===== src/rtl/wb_regfile_pkg.sv =====
// Shared constants and encodings for the writeback stage and register file.
package rv_pkg;

   localparam int XLEN    = 32;
   localparam int NREG    = 32;
   localparam int CNT_W   = 64;
   localparam int RADDR_W = $clog2(NREG);

   typedef enum logic [1:0] {
      WB_SEL_ALU  = 2'b00,
      WB_SEL_MEM  = 2'b01,
      WB_SEL_PC4  = 2'b10,
      WB_SEL_RSVD = 2'b11
   } wb_sel_e;

   localparam logic [2:0] F3_LB  = 3'b000;
   localparam logic [2:0] F3_LH  = 3'b001;
   localparam logic [2:0] F3_LW  = 3'b010;
   localparam logic [2:0] F3_LBU = 3'b100;
   localparam logic [2:0] F3_LHU = 3'b101;

endpackage


===== src/rtl/wb_regfile_if.sv =====
// MEM/WB-to-writeback bundle: pipeline register outputs in, read ports and forwarding out.
interface wb_regfile_if;
   import rv_pkg::*;

   logic                 wb_valid;
   logic [XLEN-1:0]      PC_plus_4_mo;
   logic [XLEN-1:0]      Read_data_dm_mo;
   logic [XLEN-1:0]      ALU_result_mo;
   logic [RADDR_W-1:0]   Rd_mo;
   logic [1:0]           Wr_data_sel_mo;
   logic                 Reg_wr_mo;
   logic [2:0]           load_fmt;
   logic [RADDR_W-1:0]   rs1_addr;
   logic [RADDR_W-1:0]   rs2_addr;
   logic [XLEN-1:0]      rs1_data;
   logic [XLEN-1:0]      rs2_data;
   logic [XLEN-1:0]      wb_data;
   logic                 wb_we;
   logic [CNT_W-1:0]     instret;

   modport master (
      output wb_valid, PC_plus_4_mo, Read_data_dm_mo, ALU_result_mo, Rd_mo,
             Wr_data_sel_mo, Reg_wr_mo, load_fmt, rs1_addr, rs2_addr,
      input  rs1_data, rs2_data, wb_data, wb_we, instret
   );

   modport slave (
      input  wb_valid, PC_plus_4_mo, Read_data_dm_mo, ALU_result_mo, Rd_mo,
             Wr_data_sel_mo, Reg_wr_mo, load_fmt, rs1_addr, rs2_addr,
      output rs1_data, rs2_data, wb_data, wb_we, instret
   );

endinterface


===== src/rtl/wb_regfile_load_align.sv =====
// Load data formatter: picks the addressed byte/halfword lane and extends it per funct3.
module load_align
   import rv_pkg::*;
(
   input  logic [XLEN-1:0] word_i,
   input  logic [1:0]      offset_i,
   input  logic [2:0]      funct3_i,
   output logic [XLEN-1:0] data_o
);

   logic [7:0]  byte_lane;
   logic [15:0] half_lane;

   always_comb begin
      byte_lane = word_i[7:0];
      case (offset_i)
         2'd0: byte_lane = word_i[7:0];
         2'd1: byte_lane = word_i[15:8];
         2'd2: byte_lane = word_i[23:16];
         2'd3: byte_lane = word_i[31:24];
         default: byte_lane = word_i[7:0];
      endcase
      // Halfword lane ignores offset bit 0; misaligned halfwords are not trapped here.
      half_lane = offset_i[1] ? word_i[31:16] : word_i[15:0];
   end

   always_comb begin
      data_o = word_i;
      case (funct3_i)
         F3_LB:   data_o = {{(XLEN-8){byte_lane[7]}}, byte_lane};
         F3_LH:   data_o = {{(XLEN-16){half_lane[15]}}, half_lane};
         F3_LW:   data_o = word_i;
         F3_LBU:  data_o = {{(XLEN-8){1'b0}}, byte_lane};
         F3_LHU:  data_o = {{(XLEN-16){1'b0}}, half_lane};
         default: data_o = word_i;
      endcase
   end

endmodule


===== src/rtl/wb_regfile.sv =====
// Writeback stage: selects the writeback value, commits it to the 32x32 register file
// with write-first read bypass, and counts retired instructions.
module wb_regfile
   import rv_pkg::*;
(
   input  logic         clk,
   input  logic         reset,
   wb_regfile_if.slave  bus
);

   logic [XLEN-1:0]  regs_q [NREG];
   logic [XLEN-1:0]  regs_d [NREG];
   logic [CNT_W-1:0] instret_q;
   logic [CNT_W-1:0] instret_d;
   logic [XLEN-1:0]  load_data;
   logic [XLEN-1:0]  wb_data;
   logic             wb_we;

   load_align u_load_align (
      .word_i   (bus.Read_data_dm_mo),
      .offset_i (bus.ALU_result_mo[1:0]),
      .funct3_i (bus.load_fmt),
      .data_o   (load_data)
   );

   always_comb begin
      wb_data = '0;
      case (wb_sel_e'(bus.Wr_data_sel_mo))
         WB_SEL_ALU:  wb_data = bus.ALU_result_mo;
         WB_SEL_MEM:  wb_data = load_data;
         WB_SEL_PC4:  wb_data = bus.PC_plus_4_mo;
         default:     wb_data = '0;
      endcase
      wb_we = bus.wb_valid & bus.Reg_wr_mo & (bus.Rd_mo != '0) &
              (wb_sel_e'(bus.Wr_data_sel_mo) != WB_SEL_RSVD);
   end

   always_comb begin
      regs_d = regs_q;
      if (wb_we) regs_d[bus.Rd_mo] = wb_data;
      instret_d = instret_q + CNT_W'(bus.wb_valid);
   end

   always_ff @(posedge clk or posedge reset) begin
      if (reset) begin
         regs_q    <= '{default: '0};
         instret_q <= '0;
      end else begin
         regs_q    <= regs_d;
         instret_q <= instret_d;
      end
   end

   // x0 check comes first so a (suppressed) write to x0 can never leak through the bypass.
   always_comb begin
      if (bus.rs1_addr == '0)                    bus.rs1_data = '0;
      else if (wb_we && bus.rs1_addr == bus.Rd_mo) bus.rs1_data = wb_data;
      else                                       bus.rs1_data = regs_q[bus.rs1_addr];

      if (bus.rs2_addr == '0)                    bus.rs2_data = '0;
      else if (wb_we && bus.rs2_addr == bus.Rd_mo) bus.rs2_data = wb_data;
      else                                       bus.rs2_data = regs_q[bus.rs2_addr];
   end

   assign bus.wb_data = wb_data;
   assign bus.wb_we   = wb_we;
   assign bus.instret = instret_q;

endmodule

===== src/flat_wrapper.sv =====
// flat-port wrapper written by rule: the top's interface ports become plain ports
module wb_regfile_flat import rv_pkg::*;
  (clk, reset, bus_wb_valid, bus_PC_plus_4_mo, bus_Read_data_dm_mo, bus_ALU_result_mo, bus_Rd_mo, bus_Wr_data_sel_mo, bus_Reg_wr_mo, bus_load_fmt, bus_rs1_addr, bus_rs2_addr, bus_rs1_data, bus_rs2_data, bus_wb_data, bus_wb_we, bus_instret);
  wb_regfile_if bus_i ();
  input  logic clk;
  input  logic reset;
  input wire logic [$bits(bus_i.wb_valid)-1:0] bus_wb_valid;
  input wire logic [$bits(bus_i.PC_plus_4_mo)-1:0] bus_PC_plus_4_mo;
  input wire logic [$bits(bus_i.Read_data_dm_mo)-1:0] bus_Read_data_dm_mo;
  input wire logic [$bits(bus_i.ALU_result_mo)-1:0] bus_ALU_result_mo;
  input wire logic [$bits(bus_i.Rd_mo)-1:0] bus_Rd_mo;
  input wire logic [$bits(bus_i.Wr_data_sel_mo)-1:0] bus_Wr_data_sel_mo;
  input wire logic [$bits(bus_i.Reg_wr_mo)-1:0] bus_Reg_wr_mo;
  input wire logic [$bits(bus_i.load_fmt)-1:0] bus_load_fmt;
  input wire logic [$bits(bus_i.rs1_addr)-1:0] bus_rs1_addr;
  input wire logic [$bits(bus_i.rs2_addr)-1:0] bus_rs2_addr;
  output wire logic [$bits(bus_i.rs1_data)-1:0] bus_rs1_data;
  output wire logic [$bits(bus_i.rs2_data)-1:0] bus_rs2_data;
  output wire logic [$bits(bus_i.wb_data)-1:0] bus_wb_data;
  output wire logic [$bits(bus_i.wb_we)-1:0] bus_wb_we;
  output wire logic [$bits(bus_i.instret)-1:0] bus_instret;
  assign bus_i.wb_valid = bus_wb_valid;
  assign bus_i.PC_plus_4_mo = bus_PC_plus_4_mo;
  assign bus_i.Read_data_dm_mo = bus_Read_data_dm_mo;
  assign bus_i.ALU_result_mo = bus_ALU_result_mo;
  assign bus_i.Rd_mo = bus_Rd_mo;
  assign bus_i.Wr_data_sel_mo = bus_Wr_data_sel_mo;
  assign bus_i.Reg_wr_mo = bus_Reg_wr_mo;
  assign bus_i.load_fmt = bus_load_fmt;
  assign bus_i.rs1_addr = bus_rs1_addr;
  assign bus_i.rs2_addr = bus_rs2_addr;
  assign bus_rs1_data = bus_i.rs1_data;
  assign bus_rs2_data = bus_i.rs2_data;
  assign bus_wb_data = bus_i.wb_data;
  assign bus_wb_we = bus_i.wb_we;
  assign bus_instret = bus_i.instret;
  wb_regfile u_core (.clk(clk), .reset(reset), .bus(bus_i));
endmodule

===== config.mk =====
export PLATFORM = sky130hd
export DESIGN_NAME = wb_regfile_flat
export DESIGN_NICKNAME = d
export VERILOG_FILES = /design/src/rtl/wb_regfile_pkg.sv /design/src/rtl/wb_regfile_if.sv /design/src/rtl/wb_regfile_load_align.sv /design/src/rtl/wb_regfile.sv /design/src/flat_wrapper.sv
export SDC_FILE = /design/constraint.sdc
export NUM_CORES = 2
export LEC_CHECK = 0
export BUFFER_PORTS_ARGS = -buffer_cell sky130_fd_sc_hd__clkbuf_2
export CAP_MARGIN = 20
export CORE_MARGIN = 2
export CORE_UTILIZATION = 60
export DETAILED_ROUTE_END_ITERATION = 12
export PLACE_DENSITY = 0.76
export SYNTH_ARGS = -nofsm -noshare
export SYNTH_HDL_FRONTEND = slang
export SYNTH_SLANG_ARGS = --single-unit
export TNS_END_PERCENT = 30

===== constraint.sdc =====
create_clock -name clk -period 69.2 [get_ports clk]
set_input_delay 6.92 -clock clk [delete_from_list [all_inputs] [get_ports clk]]
set_output_delay 6.92 -clock clk [all_outputs]
set_load 0.03 [all_outputs]

==> metrics.txt <==
Required @ worst endpoint 62.28 ns; top cell type by total area after synthesis dfrtp_1; most frequent cells after synthesis 1,088 x dfrtp_1, 764 x nor2_1, 718 x a21oi_1; All-Layer GR Usage 40.02%; clock slew at reported path FFs 0.06 ns; RSZ-0062 raised after global routing false; row cnt 113; grt ovf 0; Pre-antenna DRT Iters 6; Num CTS Buffers 112; worst vdd ir 26.24 µV; CP Data Arrival Time 11.23 ns; worst hold path type reg -> reg; final setup violation count 0; Routed wire per std cell 28.63 µm; Crit Path Class in -> out; f_max 0.05509 GHz; gpl congestion 0.9099; routed wire length 198,700 µm; status completed; Yosys cell types 63; vias per std cell 6.951; startpoint types input pin; logic gate share of total power 19.7%; Residual DRC 0; cells along the critical path buf_8 > buf_12 > buf_4 > mux4_2 > nor2b_1 > a211oi_1 > a211oi_1 > nor3_1 > a211oi_1 > clkbuf_2; number of port buffers 280; Post-CTS Setup Bufs 0; cell at the root of the clock tree clkbuf_16; Crit. Startpoint bus_rs2_addr[0]; Net Count, Synth 5,769; Tightest Pin Transition 1.229 ns; Placed Area 0.05993 mm²; Slew headroom 18.04%; Synth Instances 5,647; io pins 281; syn avg cell area 10.25 µm²; period utilization 26.23%; nets 5,714; antenna violations before repair 5; leakage 28.81 nW; TritonCTS clock tree yes; chip height 314.6 µm; fill count 7,261; CP max-delay cell buf_4; fraction of registers with async set/reset 100.0%; Die X 314.6 µm; antenna-violating nets left 0; hold_buf cts 0; final clock skew 0.01310 ns; Crit path top cell by count a211oi_1; pin count of the biggest net entering global routing 117; Seq cells post-synth 1,088; H-tree levels 3; post-layout min period 18.15 ns; Post-DP HPWL 113,200 µm; via count 48,250; Sequential Power Share 45.3%; layout cell share with drive strength beyond 1 17.34%; design area 0.06382 mm²; final hold violations 0; Yosys Warn Count 0; Final Max Tran Viols 0; P_int 1.223 mW; Sw Ratio 30.50%; clk buf depth 3; worst r2r src u_core.bus.instret[0]; clk sink count 1,088; core area 0.09529 mm²; MaxCap Viol Count 0; min-delay src u_core.regs_q[1015]; sw power 536.8 µW; dominant cells by area after synthesis dfrtp_1 47%, mux4_2 12%, mux2i_1 9.5%; die area 0.09900 mm²; sequential area share after synthesis 47.02%; vias in the first global route 47,149; global-route wire length before repair 295,300 µm; power share of the clock group 35.1%; most frequent cell after synthesis dfrtp_1; most common flop cell mapped by yosys dfrtp_1; crit end category output port; slowest stage delay, CP 0.86 ns; setup total negative slack 0 ns; Area Overhead vs Synth 10.22%; EDFF count, synth 0; synthesized cell area 0.05790 mm²; clk_lat worst skew 0.72 ns; starting density of the core 60.76%; post-synth top area share 47.02%; Pwr Density 27.58 mW/mm²; DRT iter0 DRCs 7,048; Crit Path Max Fanout 111; Resize count post-CTS 0
==> critical path, delay by kind of cell <==
| family | cells | cell delay [ns] |
|---|---|---|
| compound gates | 3 | 1.21 |
| buf+inv | 4 | 2.27 |
| simple gates | 2 | 0.21 |
| mux | 1 | 0.37 |
==> flip-flops by register name, indices dropped and copies added, names as in the netlist <==
register and cells:
u_core.bus.instret 64, u_core.regs_q 1024
==> final cells by class <==
class / count / area, µm² / area share, %
sequential: 1088 / 27230 / 42.66
timing repair buffer: 410 / 2582 / 4.047
tap: 1265 / 1583 / 2.480
clock buffer: 161 / 3278 / 5.137
antenna: 1 / 2.502 / 0.003921
clock inverter: 36 / 421.7 / 0.6607
multi-input combinational: 3933 / 28540 / 44.72
inverter: 47 / 183.9 / 0.2882
==> power by group through the flow <==
stage / combinational [mW] / sequential, mW / clock [mW]
finish: 0.346 / 0.797 / 0.617
CTS: 0.340 / 0.793 / 0.617
detailed placement: 0.338 / 0.803 / 0
global route: 0.373 / 0.806 / 0.644
floorplan: 0.248 / 0.788 / 0
global placement: 0.328 / 0.797 / 0
==> kinds of logic (layout without fill, tap and decap cells) <==
logic type	Yosys count	count (layout)	share of synthesized area [%]
flip-flops	1088	1088	47.02
AO/OA/AOI/OAI	1502	1502	14.98
XOR/XNOR	71	71	1.074
multiplexers	853	853	21.22
buffers and inverters	626	654	4.579
other	0	1	0
adder cells (fa/ha/maj)	2	2	0.04321
AND/OR/NAND/NOR	1505	1505	11.08
==> routing by layer <==
| metal | track usage, % | share of wire [%] | up-vias | wire, µm |
|---|---|---|---|---|
| li1 | - | - | 20163 | - |
| met1 | 53.62 | 36 | 23875 | 72060 |
| met2 | 59.70 | 44 | 3432 | 88070 |
| met3 | 11.80 | 13 | 770 | 26590 |
| met4 | 20.47 | 6.0 | 10 | 11920 |
| met5 | 0 | 0.032 | - | 63 |
==> path summary, 6_finish.rpt <==
kind / cells past startpoint / endpoint / slack, ns
worst max register to register: 8 / u_core.bus.instret[58] / 66.24
min in group asynchronous: 2 / u_core.regs_q[869] / 6.35
worst max-delay path: 10 / bus_rs2_data[22] / 51.05
worst min-delay path: 0 / u_core.regs_q[1015] / 0.40
max in group asynchronous: 7 / u_core.regs_q[282] / 59.09
worst min register to register: 0 / u_core.regs_q[1015] / 0.40
==> stage by stage <==
stage | util (%) | power, mW | setup slack, ns | hold slack (ns) | cells
6_report | 66.97 | 1.760 | 51.05 | 0.3967 | 6941
5_1_grt | 66.96 | 1.824 | 50.89 | 0.4082 | 6940
4_1_cts | 66.77 | 1.750 | 51.16 | 0.3964 | 6933
3_5_place_dp | 62.89 | 1.141 | 51.17 | 0.3833 | 6736
3_3_place_gp | 62.89 | 1.126 | 51.22 | 0.3771 | 6736
2_1_floorplan | - | 1.037 | 31.65 | 0.4413 | 5647
==> cells in the final DEF, fill, tap and decap left out, drive strengths merged, types with 50 or more instances in the layout <==
cell	Yosys	final
mux4	299	299
a211oi	152	152
nor2	769	769
a21oi	719	719
mux2i	550	550
o21ai	389	389
nor3	67	67
nand2	414	414
dfrtp	1088	1088
a22oi	132	132
buf	177	137
inv	45	50
nand3	98	98
clkbuf	402	434
No activity file was read; power rests on OpenSTA's default activity.
